## src/rtl/iot_sensor_pkg.sv

```systemverilog
// Shared types and constants for the IoT sensor packet framer path.
package iot_sensor_pkg;

  localparam logic [7:0]  PKT_SYNC_DEFAULT = 8'hAA;
  localparam int unsigned PKT_NUM_BYTES    = 9;
  localparam logic [3:0]  PKT_CHKSUM_IDX   = 4'd8;

  typedef enum logic {PB_IDLE, PB_EMIT} pkt_build_state_e;

  // True for byte indices that exist in a packet (0..PKT_NUM_BYTES-1).
  function automatic logic pkt_idx_valid(input logic [3:0] idx);
    return 32'(idx) < PKT_NUM_BYTES;
  endfunction

  // True for the bytes folded into the checksum (header through timestamp).
  function automatic logic pkt_idx_in_chksum(input logic [3:0] idx);
    return (idx != 4'd0) && (idx < PKT_CHKSUM_IDX);
  endfunction

endpackage

```

## src/rtl/sensor_packet_builder.sv

```systemverilog
// Frames one sensor sample into a 9-byte packet (sync, header, data, timestamp, XOR checksum)
// and streams it out one byte per valid/ready handshake.
module sensor_packet_builder
  import iot_sensor_pkg::*;
#(
  parameter logic [7:0] PKT_SYNC = PKT_SYNC_DEFAULT
) (
  input  logic        clk_i,
  input  logic        rst_i,
  input  logic        enable_i,
  input  logic        sample_valid_i,
  output logic        sample_ready_o,
  input  logic [3:0]  sensor_type_i,
  input  logic [15:0] sensor_data_i,
  input  logic [31:0] timestamp_i,
  output logic [7:0]  byte_out_o,
  output logic        byte_valid_o,
  input  logic        byte_ready_i,
  output logic        byte_last_o,
  output logic [15:0] packets_sent_o,
  output logic        busy_o
);

  pkt_build_state_e state_q, state_d;
  logic [3:0]  idx_q, idx_d;
  logic [7:0]  chk_q, chk_d;
  logic [3:0]  seq_q, seq_d;
  logic [15:0] pkts_q, pkts_d;
  logic [3:0]  type_q, type_d;
  logic [15:0] data_q, data_d;
  logic [31:0] ts_q, ts_d;
  logic [7:0]  emit_byte;
  logic        xfer;

  always_comb begin
    emit_byte = 8'h00;
    case (idx_q)
      4'd0:    emit_byte = PKT_SYNC;
      4'd1:    emit_byte = {type_q, seq_q};
      4'd2:    emit_byte = data_q[15:8];
      4'd3:    emit_byte = data_q[7:0];
      4'd4:    emit_byte = ts_q[31:24];
      4'd5:    emit_byte = ts_q[23:16];
      4'd6:    emit_byte = ts_q[15:8];
      4'd7:    emit_byte = ts_q[7:0];
      4'd8:    emit_byte = chk_q;
      default: emit_byte = 8'h00;
    endcase
  end

  assign busy_o         = (state_q == PB_EMIT);
  assign byte_valid_o   = busy_o;
  assign byte_out_o     = busy_o ? emit_byte : 8'h00;
  assign byte_last_o    = byte_valid_o && (idx_q == PKT_CHKSUM_IDX);
  assign packets_sent_o = pkts_q;
  assign xfer           = byte_valid_o && byte_ready_i;

  always_comb begin
    state_d        = state_q;
    idx_d          = idx_q;
    chk_d          = chk_q;
    seq_d          = seq_q;
    pkts_d         = pkts_q;
    type_d         = type_q;
    data_d         = data_q;
    ts_d           = ts_q;
    sample_ready_o = 1'b0;

    case (state_q)
      PB_IDLE: begin
        sample_ready_o = enable_i;
        if (sample_valid_i && enable_i) begin
          type_d  = sensor_type_i;
          data_d  = sensor_data_i;
          ts_d    = timestamp_i;
          idx_d   = 4'd0;
          chk_d   = 8'h00;
          state_d = PB_EMIT;
        end
      end
      PB_EMIT: begin
        // enable_i is deliberately ignored here so a started packet is never truncated.
        if (!pkt_idx_valid(idx_q)) begin
          state_d = PB_IDLE;
          idx_d   = 4'd0;
        end else if (xfer) begin
          if (pkt_idx_in_chksum(idx_q)) begin
            chk_d = chk_q ^ emit_byte;
          end
          if (idx_q == PKT_CHKSUM_IDX) begin
            seq_d   = seq_q + 4'd1;
            pkts_d  = pkts_q + 16'd1;
            idx_d   = 4'd0;
            state_d = PB_IDLE;
          end else begin
            idx_d = idx_q + 4'd1;
          end
        end
      end
      default: state_d = PB_IDLE;
    endcase
  end

  always_ff @(posedge clk_i or posedge rst_i) begin
    if (rst_i) begin
      state_q <= PB_IDLE;
      idx_q   <= 4'd0;
      chk_q   <= 8'h00;
      seq_q   <= 4'd0;
      pkts_q  <= 16'd0;
      type_q  <= 4'd0;
      data_q  <= 16'd0;
      ts_q    <= 32'd0;
    end else begin
      state_q <= state_d;
      idx_q   <= idx_d;
      chk_q   <= chk_d;
      seq_q   <= seq_d;
      pkts_q  <= pkts_d;
      type_q  <= type_d;
      data_q  <= data_d;
      ts_q    <= ts_d;
    end
  end

endmodule

```

## config.mk

```make
export PLATFORM = sky130hd
export DESIGN_NAME = sensor_packet_builder
export DESIGN_NICKNAME = d
export VERILOG_FILES = /design/src/rtl/iot_sensor_pkg.sv /design/src/rtl/sensor_packet_builder.sv
export SDC_FILE = /design/constraint.sdc
export NUM_CORES = 1
export LEC_CHECK = 0
export CAP_MARGIN = 20
export CORE_MARGIN = 3
export CORE_UTILIZATION = 45
export CTS_BUF_LIST = sky130_fd_sc_hd__clkbuf_8
export CTS_CLUSTER_SIZE = 28
export DETAILED_ROUTE_END_ITERATION = 8
export PLACE_DENSITY_LB_ADDON = 0.1
export SLEW_MARGIN = 10
export SYNTH_ARGS = -nofsm -noshare
export SYNTH_HDL_FRONTEND = slang
export SYNTH_SLANG_ARGS = --single-unit
export TNS_END_PERCENT = 50
```

## constraint.sdc

```tcl
create_clock -name clk_i -period 2.5 [get_ports clk_i]
set_clock_uncertainty 0.05 [all_clocks]
set_input_delay 0.375 -clock clk_i [delete_from_list [all_inputs] [get_ports clk_i]]
set_output_delay 0.375 -clock clk_i [all_outputs]
set_load 0.005 [all_outputs]
```

==> impl_metrics.csv, run 1 <==
group,metric,value,unit
die,die_w,102.1,um
power,seqPwrFrac,35.4,%
grt,grt_max_degree,86,
die,fp.coreArea,0.008848,mm2
worst_setup_path,worstPathMaxFanout,6,
clock_network,clkSinkCount,85,
detailed_routing,first_iter_violations,230,
die,ioPinCount,85,
timing,min_period_over_period,104.1,%
worst_setup_path,path_buf_inv,6,
worst_setup_path,critPathMostFrequentCell,"buf_6",
final_layout,fillerInstances,749,
die,die_area,0.01042,mm2
clock_network,cts_tree,"yes",
timing,slew_headroom,69.24,%
timing,finalCriticalPeriod,2.602,ns
die,die_h,102.1,um
die,row_count,34,
synth,syn_area_per_cell,8.972,um2
final_layout,stdcell_count,700,
synth,synth_fp_nets,526,
clock_network,cts_buffer_depth,2,
synth,synth_area_leaders,"dfrtp_1 (51%), nand2_1 (16%), xnor2_1 (2.7%)",
final_layout,layout_common_cells,"nand2_1 (177), dfrtp_1 (85), clkdlybuf4s50_1 (75)",
grt,overflow,0,
detailed_routing,avgRoutedWirePerCell,16.63,um
timing,rsz0062_at_grt,"yes",
clock_network,clk-insertion-delay-late,0.35,ns
power,intPower,0.004014,W
job,cap_violations,0,
worst_setup_path,end_kind,"output pin",
power,power.switching,0.002511,W
grt,grt_usage,22.65,%
synth,synth_flop_cell,"dfrtp_1",
timing,hold-worst-slack,0.4213,ns
power,p_clk_share,15.5,%
placement,place_area,0.005221,mm2
detailed_routing,drt-total-wl,11640,um
placement,placedCellCount,656,
grt,antenna_found_initial,0,
synth,synth_cell_types,53,
grt,grt_pass1_wl,18310,um
worst_setup_path,cp_top_family,"buffers and inverters",
clock_network,path_clk_slew,0.09,ns
placement,io_buffers,84,
final_layout,nNetsFinal,650,
outcome,status,"finished, violations left",
placement,dp_hpwl,7588,um
placement,place_ws,-0.1077,ns
power,ir_drop,0.0004092,V
detailed_routing,firstDrtPassIters,5,
clock_network,htree_num_levels,3,
synth,synth_area,0.004154,mm2
outcome,violations,"negative setup slack",
final_layout,antenna_cells,0,
worst_setup_path,crit_type,"flip-flop to output pin",
timing,tightest_slew,0.4614,ns
synth,syn_inst,463,
placement,place_congestion,0.8717,
synth,yosysTopAreaCell,"dfrtp_1",
final_layout,final_common_cell,"nand2_1",
die,start_util,46.95,%
final_layout,finalInstanceArea,0.005821,mm2
timing,timing.fmax,384.3,MHz
synth,synth-async-reset-ratio,100.0,%
clock_network,cts_hold_buf,0,
final_layout,drive_above_1_share,18.41,%
worst_setup_path,cp_slowest_cell,"dfrtp_1",
clock_network,root_buffer,"clkbuf_8",
power,p_sw_share,38.48,%
clock_network,cts_buffers,9,
power,p_per_area,1121,mW/mm2
power,power_leakage,2.803,nW
final_layout,synthToLayoutAreaGrowth,40.12,%
timing,setup_violations,9,
timing,slew_viol_final,0,
synth,synth_seq_cells,85,
detailed_routing,ant_nets,0,
detailed_routing,vias_per_cell,5.454,
synth,yosys.area.top_type_share,51.20,%
worst_setup_path,startpoint_type,"flip-flop",
grt,first_global_vias,3693,
worst_setup_path,cp.arrival,2.18,ns
detailed_routing,drc_errors,0,
synth,ys_seq_area_share,51.20,%
synth,synth_edf_count,0,
timing,hold_viol,0,
hold_path,hp-class,"flip-flop to flip-flop",
worst_setup_path,critPathMaxStageDelay,0.42,ns
worst_setup_path,cp_cell_sequence,"buf_6 > buf_6 > ha_4 > buf_6 > buf_6 > buf_6 > a22oi_2 > a311oi_2 > nor2_1 > nor2_1 > buf_2",
detailed_routing,dr_total_vias,3818,
timing,setup_slack,-0.1024,ns
timing,tns,-0.5068,ns
worst_setup_path,worstPathRequired,2.08,ns
synth,yosysWarnings,0,
power,combPwrFrac,49.1,%
==> logic make-up (layout without fill, tap and decap cells) <==
logic type | after synthesis | after routing | share of synthesized area, %
DFF | 85 | 85 | 51.20
muxes | 11 | 11 | 2.711
adders and majority gates | 6 | 6 | 1.807
AOI/OAI and AO/OA | 60 | 60 | 10.21
and+or+nand+nor | 247 | 247 | 25.48
buffers and inverters | 32 | 161 | 3.946
xor gates and xnor gates | 22 | 22 | 4.639
==> per-layer routing <==
layer / global-route usage (%) / up-vias / share of wire [%]
met2: 34.43 / 142 / 46
met5: 0 / - / 0
met4: 9.082 / 0 / 2.4
met3: 3.891 / 29 / 5.8
li1: - / 1784 / -
met1: 32.35 / 1863 / 45
==> cell type report <==
type | count | area, um2 | share of cell area, %
sequential | 85 | 2127 | 36.54
timing repair buffer | 139 | 1318 | 22.64
inverter | 6 | 31.28 | 0.5374
multi-input combinational | 346 | 2001 | 34.37
clock inverter | 6 | 71.32 | 1.225
tap | 108 | 135.1 | 2.322
clock buffer | 10 | 137.6 | 2.365
==> cell usage after synthesis, drive strengths merged (2+ instances only) <==
| cell | n |
|---|---|
| clkbuf | 5 |
| o22a | 2 |
| ha | 6 |
| and2 | 3 |
| o211ai | 3 |
| a311oi | 2 |
| a222oi | 2 |
| or3 | 2 |
| xnor2 | 13 |
| nand3b | 2 |
| a32oi | 2 |
| nand3 | 4 |
| nand4 | 8 |
| a22oi | 10 |
| o21ai | 8 |
| mux2i | 9 |
| and3b | 2 |
| nor2b | 4 |
| nor2 | 26 |
| inv | 5 |
| xor2 | 9 |
| o22ai | 2 |
| a21oi | 14 |
| mux2 | 2 |
| and3 | 3 |
| nor3 | 4 |
| nand2 | 177 |
| nand2b | 7 |
| o31ai | 3 |
| dfrtp | 85 |
| buf | 21 |
| a21o | 2 |
| a211oi | 2 |
==> flip-flops by register name, summed over array words and instances, names as in the netlist <==
signal / count
ts_q: 32
data_q: 16
packets_sent_o: 16
chk_q: 8
idx_q: 4
seq_q: 4
type_q: 4
busy_o: 1
==> final timing paths <==
path                                                 from                        endpoint  slack [ns]  depth (start not counted)
max                                  idx_q[1]$_DFFE_PP0P_                   byte_out_o[7]       -0.10                         11
min                        packets_sent_o[15]$_DFFE_PP0P_  packets_sent_o[15]$_DFFE_PP0P_        0.42                          1
max reg2reg                          idx_q[1]$_DFFE_PP0P_            chk_q[1]$_DFFE_PP0P_       -0.01                         13
min reg2reg                packets_sent_o[15]$_DFFE_PP0P_  packets_sent_o[15]$_DFFE_PP0P_        0.42                          1
max in group asynchronous                           rst_i  packets_sent_o[12]$_DFFE_PP0P_        1.59                          3
min in group asynchronous                           rst_i           data_q[2]$_DFFE_PP0P_        0.43                          3
==> metrics by stage <==
stage                     utilization [%]  total power, W
after floorplan                         -        0.003632
after global placement              59.01        0.004676
after detailed placement            59.01        0.004739
after CTS                           64.68        0.006290
after global routing                65.78        0.006950
final                               65.78        0.006525
==> power by group through the flow <==
stage	sequential, W	combinational (W)	clock [W]
after floorplan	0.00214	0.00149	0
after global placement	0.00230	0.00237	0
after detailed placement	0.00230	0.00244	0
after CTS	0.00228	0.00299	0.00103
after global routing	0.00236	0.00351	0.00108
final	0.00231	0.00320	0.00101
==> timing repair <==
item | 4_1_cts | 5_1_grt
buffers inserted | 24 | 12
setup endpoints to repair | 9 | 10
pin swaps | 13 | 24
resized for setup | 39 | 36
Note: power is estimated with default switching activity, not from simulation.
==> run 2: changes to the inputs <==
CORE_ASPECT_RATIO = 0.6   (was default)
RECOVER_POWER = 50   (was default)
==> run 2 against run 1 <==
- the flow still finishes with violations (negative setup slack)
- via count decreased by 3.9%
- sequential cell count unchanged
- sequential power barely moved
- power shrank 2.7%
- first-iteration DRC count is 44% higher
==> impl_metrics.csv, run 2 (synthesis gave the netlist of run 1 again) <==
group,metric,value,unit
power,p_clk_share,17.7,%
timing,hold-worst-slack,0.4206,ns
power,power.switching,0.002429,W
worst_setup_path,critPathMaxStageDelay,0.46,ns
timing,hold_viol,0,
timing,setup_violations,2,
power,p_per_area,1107,mW/mm2
worst_setup_path,critPathMostFrequentCell,"buf_6",
grt,overflow,0,
detailed_routing,firstDrtPassIters,6,
power,combPwrFrac,45.8,%
timing,finalCriticalPeriod,2.576,ns
clock_network,htree_num_levels,3,
final_layout,antenna_cells,0,
grt,grt_usage,22.53,%
detailed_routing,dr_total_vias,3669,
detailed_routing,vias_per_cell,5.294,
worst_setup_path,reg2reg_depth,10,
clock_network,cts_tree,"yes",
final_layout,layout_common_cells,"nand2_1 (177), dfrtp_1 (82), clkdlybuf4s50_1 (74)",
clock_network,cts_buffer_depth,2,
die,die_w,130.0,um
timing,min_period_over_period,103.1,%
power,power_leakage,2.743,nW
detailed_routing,drc_errors,0,
grt,antenna_found_initial,0,
die,die_h,80.42,um
clock_network,clk-insertion-delay-late,0.36,ns
worst_setup_path,end_kind,"output pin",
die,die_area,0.01046,mm2
hold_path,worstHoldPathCells,1,
power,ir_drop,0.0004345,V
timing,timing.fmax,388.1,MHz
clock_network,path_clk_slew,0.09,ns
timing,rsz0062_at_grt,"yes",
job,cap_violations,0,
grt,grt_pass1_wl,18040,um
placement,dp_hpwl,7975,um
worst_setup_path,worstPathRequired,2.08,ns
timing,slew_viol_final,0,
final_layout,drive_above_1_share,17.04,%
timing,slew_headroom,23.27,%
die,row_count,26,
clock_network,root_buffer,"clkbuf_8",
worst_setup_path,startpoint_type,"flip-flop",
timing,tightest_slew,1.151,ns
final_layout,largest_reg_flops,32,
clock_network,cts_buffers,9,
clock_network,cts_hold_buf,0,
worst_setup_path,cp.arrival,2.15,ns
final_layout,nNetsFinal,639,
power,seqPwrFrac,36.5,%
clock_network,clkSinkCount,85,
die,ioPinCount,85,
die,start_util,47.47,%
power,intPower,0.003918,W
outcome,status,"finished, violations left",
final_layout,synthToLayoutAreaGrowth,38.01,%
detailed_routing,avgRoutedWirePerCell,16.26,um
timing,setup_slack,-0.07645,ns
detailed_routing,first_iter_violations,331,
worst_setup_path,worstPathMaxFanout,6,
final_layout,final_common_cell,"nand2_1",
power,p_sw_share,38.27,%
die,fp.coreArea,0.008751,mm2
final_layout,largest_register,"ts_q",
worst_setup_path,cp_slowest_cell,"dfrtp_2",
grt,grt_max_degree,86,
placement,place_congestion,0.8796,
placement,io_buffers,84,
detailed_routing,ant_nets,0,
grt,first_global_vias,3502,
worst_setup_path,cp_cell_sequence,"buf_6 > ha_4 > buf_6 > a222oi_1 > mux2i_1 > o21ai_1 > nor2_1 > buf_2",
outcome,violations,"negative setup slack",
worst_setup_path,crit_type,"flip-flop to output pin",
placement,place_ws,-0.06908,ns
hold_path,hp-class,"flip-flop to flip-flop",
detailed_routing,drt-total-wl,11270,um
[run 2: per-layer routing]
layer,GRT usage (%),share of wire [%],vias to the layer above
met5,0,0,-
met4,5.705,1.2,0
met3,5.515,7.9,17
met2,32.11,43,140
met1,34.13,48,1750
li1,-,-,1762
[run 2: metrics by stage]
stage | TNS, ns | util (%) | cells | power [W] | area (um2)
4_1_cts | -0.2542 | 64.80 | 690 | 0.006198 | 5670
3_5_place_dp | -0.1696 | 60.21 | 664 | 0.004839 | 5269
5_1_grt | -0.4991 | 65.51 | 693 | 0.006783 | 5733
3_3_place_gp | -0.001590 | 60.21 | 664 | 0.004780 | 5269
6_report | -0.1373 | 65.51 | 693 | 0.006346 | 5733
2_1_floorplan | 0 | - | 463 | 0.003632 | 4158
[run 2: final timing paths]
check / from / endpoint / slack [ns]
hold / removal: packets_sent_o[15]$_DFFE_PP0P_ / packets_sent_o[15]$_DFFE_PP0P_ / 0.42
min in group asynchronous: rst_i / ts_q[12]$_DFFE_PP0P_ / 0.84
setup reg to reg: idx_q[0]$_DFFE_PP0P_ / chk_q[1]$_DFFE_PP0P_ / 0.17
max in group asynchronous: rst_i / idx_q[0]$_DFFE_PP0P_ / 0.72
hold reg to reg: packets_sent_o[15]$_DFFE_PP0P_ / packets_sent_o[15]$_DFFE_PP0P_ / 0.42
setup / recovery: idx_q[0]$_DFFE_PP0P_ / byte_out_o[1] / -0.08
[run 2: worst max-delay path, delay by kind of cell, from the launching register on]
family,cells,cell delay [ns]
and+or+nand+nor,1,0.06
DFF,1,0.46
muxes,1,0.17
AOI/OAI and AO/OA,2,0.53
buffers and inverters,3,0.40
adders and majority gates,1,0.18
[run 2: final cells by class]
class	count	area, um2
well taps	112	140.1
clock inverters	7	105.1
inverters	6	31.28
clock buffers	9	123.9
fillers	742	3018
multi-input cells	346	2011
flip-flops and latches	85	2131
repair buffers	128	1191
[run 2: power by group through the flow]
stage	Combinational [W]	Sequential, W	Clock, W
finish	0.00291	0.00232	0.00112
global route	0.00321	0.00237	0.00120
CTS	0.00276	0.00229	0.00115
detailed placement	0.00254	0.00230	0
global placement	0.00248	0.00230	0
floorplan	0.00149	0.00214	0
[run 2: what timing repair did]
| action | CTS | global route |
|---|---|---|
| gates resized for setup | 44 | 20 |
| setup buffers | 10 | 3 |
| pin swaps | 13 | 10 |
| endpoints found under the setup margin | 9 | 8 |
==> run 3: changes to the inputs <==
ABC_AREA = 1   (was default)
==> run 3 against run 2 <==
- the flow still finishes with violations (negative setup slack)
- routed wire length up 7.9%
- power shrank 9.0%
- non-clock buffer count decreased by 22
- synthesized cell count rose by 25%
- maximum frequency decreased by 3.1%
- first-iteration DRC count up 40%
- critical path type unchanged
- largest power group unchanged
==> impl_metrics.csv, run 3 <==
group,metric,value,unit
worst_setup_path,cp_slowest_cell,"clkdlybuf4s50_1",
power,fin_total_pwr,0.005773,W
timing,hold_viol,0,
timing,tightest_slew,1.216,ns
worst_setup_path,crit_type,"flip-flop to output pin",
worst_setup_path,startpoint_type,"flip-flop",
die,ioPinCount,85,
synth,synth-async-reset-ratio,100.0,%
worst_setup_path,cp.depth,8,
synth,yosysWarnings,0,
die,fp.coreArea,0.009256,mm2
die,row_count,27,
synth,synth_most_common_cell,"nand2_1",
placement,place_congestion,0.9585,
synth,yosysTopAreaCell,"dfrtp_1",
worst_setup_path,worstPathMaxFanout,12,
die,die_h,81.93,um
grt,first_global_vias,3713,
worst_setup_path,regToRegStartpoint,"busy_o$_DFF_PP0_",
synth,ys_top_cells_by_count,"nand2_1 (240), dfrtp_1 (85), nand3_1 (53)",
die,start_util,46.72,%
worst_setup_path,path_buf_inv,2,
detailed_routing,ant_nets,0,
clock_network,cts_tree,"yes",
grt,antenna_found_initial,0,
final_layout,largest_register,"ts_q",
synth,synth_fp_nets,642,
worst_setup_path,cp.arrival,2.23,ns
synth,synth_cell_types,25,
clock_network,htree_num_levels,3,
worst_setup_path,crit_path_start,"idx_q[2]$_DFFE_PP0P_",
clock_network,cts_hold_buf,0,
synth,synth_area,0.004324,mm2
final_layout,antenna_cells,0,
synth,synth_edf_count,0,
final_layout,layout_common_cells,"nand2_1 (238), dfrtp_1 (83), clkdlybuf4s50_1 (77)",
timing,slew_viol_final,0,
timing,slew_headroom,18.94,%
timing,min_period_over_period,106.3,%
worst_setup_path,worstPathRequired,2.08,ns
power,power_leakage,2.955,nW
job,cap_violations,0,
clock_network,clkSinkCount,85,
synth,synth_area_leaders,"dfrtp_1 (49%), nand2_1 (21%), nand3_1 (6.1%)",
die,die_area,0.01086,mm2
worst_setup_path,reg2reg_slack,0.44,ns
final_layout,final_common_cell,"nand2_1",
timing,rsz0062_at_grt,"yes",
power,p_per_area,1007,mW/mm2
synth,ys_seq_area_share,49.19,%
final_layout,nNetsFinal,733,
timing,setup_violations,3,
outcome,violations,"negative setup slack",
synth,synth_seq_cells,85,
grt,grt_pass1_wl,19470,um
worst_setup_path,r2r-end,"chk_q[7]$_DFFE_PP0P_",
worst_setup_path,crit_path_end,"byte_out_o[2]",
final_layout,fin_util,61.96,%
die,die_w,132.6,um
final_layout,stdcell_count,805,
grt,overflow,0,
worst_setup_path,end_kind,"output pin",
timing,finalCriticalPeriod,2.659,ns
detailed_routing,avgRoutedWirePerCell,15.11,um
synth,syn_inst,579,
final_layout,largest_reg_flops,32,
power,ir_drop,0.0003903,V
timing,hold-worst-slack,0.4342,ns
worst_setup_path,reg2reg_depth,7,
detailed_routing,drc_errors,0,
final_layout,fillerInstances,846,
worst_setup_path,critPathMostFrequentCell,"nand2_1",
clock_network,cts_buffers,9,
detailed_routing,vias_per_cell,5.081,
detailed_routing,firstDrtPassIters,5,
final_layout,synthToLayoutAreaGrowth,32.64,%
clock_network,path_clk_slew,0.09,ns
worst_setup_path,critPathMaxStageDelay,0.52,ns
worst_setup_path,cp_cell_sequence,"buf_4 > nand2_1 > nor2_4 > nand2_1 > nand2_1 > nor2_1 > a21oi_1 > clkdlybuf4s50_1",
synth,syn_area_per_cell,7.468,um2
detailed_routing,dr_total_vias,4090,
timing,timing.fmax,376.1,MHz
placement,placedCellCount,786,
placement,io_buffers,84,
grt,grt_usage,23.19,%
clock_network,cts_buffer_depth,2,
outcome,status,"finished, violations left",
detailed_routing,first_iter_violations,464,
timing,setup_slack,-0.1585,ns
clock_network,root_buffer,"clkbuf_8",
clock_network,clk-insertion-delay-late,0.37,ns
detailed_routing,drt-total-wl,12160,um
worst_setup_path,cp_top_family,"buffers and inverters",
grt,grt_max_degree,86,
synth,yosys.area.top_type_share,49.19,%
placement,dp_hpwl,9086,um
hold_path,hp-class,"flip-flop to flip-flop",
final_layout,drive_above_1_share,11.26,%
synth,synth_flop_cell,"dfrtp_1",
## run 3: logic make-up (layout without fill, tap and decap cells)
family / count (synthesis) / in the layout / synth area share (%)
fa+ha+maj: 6 / 6 / 1.736
flops: 85 / 85 / 49.19
buf+inv: 68 / 164 / 6.424
compound gates: 32 / 32 / 3.820
simple gates: 373 / 373 / 35.79
xor+xnor: 15 / 15 / 3.038
## run 3: area by class of cell
cell class | count | area [um2] | share of cell area (%)
well taps | 130 | 162.7 | 2.836
clock buffers | 9 | 123.9 | 2.160
inverters | 42 | 166.4 | 2.901
clock inverters | 7 | 57.56 | 1.003
flip-flops and latches | 85 | 2130 | 37.13
multi-input cells | 426 | 2056 | 35.84
repair buffers | 106 | 1040 | 18.13
## run 3: worst min path at each step
stage | cells after the start | slack [ns] | from | to
finish | 1 | 0.43 | seq_q[3]$_DFFE_PP0P_ | seq_q[3]$_DFFE_PP0P_
global route | 1 | 0.46 | seq_q[3]$_DFFE_PP0P_ | seq_q[3]$_DFFE_PP0P_
CTS | 1 | 0.43 | seq_q[3]$_DFFE_PP0P_ | seq_q[3]$_DFFE_PP0P_
detailed placement | 2 | 0.42 | data_q[3]$_DFFE_PP0P_ | data_q[3]$_DFFE_PP0P_
global placement | 2 | 0.41 | data_q[1]$_DFFE_PP0P_ | data_q[1]$_DFFE_PP0P_
floorplan | 2 | 0.39 | ts_q[13]$_DFFE_PP0P_ | ts_q[13]$_DFFE_PP0P_
## run 3: where the power goes
group	total [W]	leakage, nW	switching (W)	internal [W]
registers	0.00232	1.05	0.000428	0.00189
clock network	0.000912	0.0946	0.000538	0.000375
logic	0.00254	1.81	0.00147	0.00107
## run 3: through the flow
stage                     setup TNS [ns]  cell area [um2]  setup slack (ns)
after global placement                 0             5411           0.02317
after CTS                        -0.7778             5685           -0.1920
after global routing             -0.8150             5736           -0.2779
after floorplan                        0             4328            0.6411
final                            -0.4289             5736           -0.1585
after detailed placement               0             5411           0.01672
## run 3: what timing repair did
action                     in CTS  in global routing
resized for setup              27                 21
setup buffers                   2                  1
pin swaps                       4                  3
setup endpoints to repair       8                  8
## run 3: layer usage
layer	up-vias	global-route usage (%)	part of all wire, %
met5	-	0	0
met1	1868	36.61	51
li1	2004	-	-
met2	192	30.42	39
met3	26	6.548	8.9
met4	0	6.017	1.4
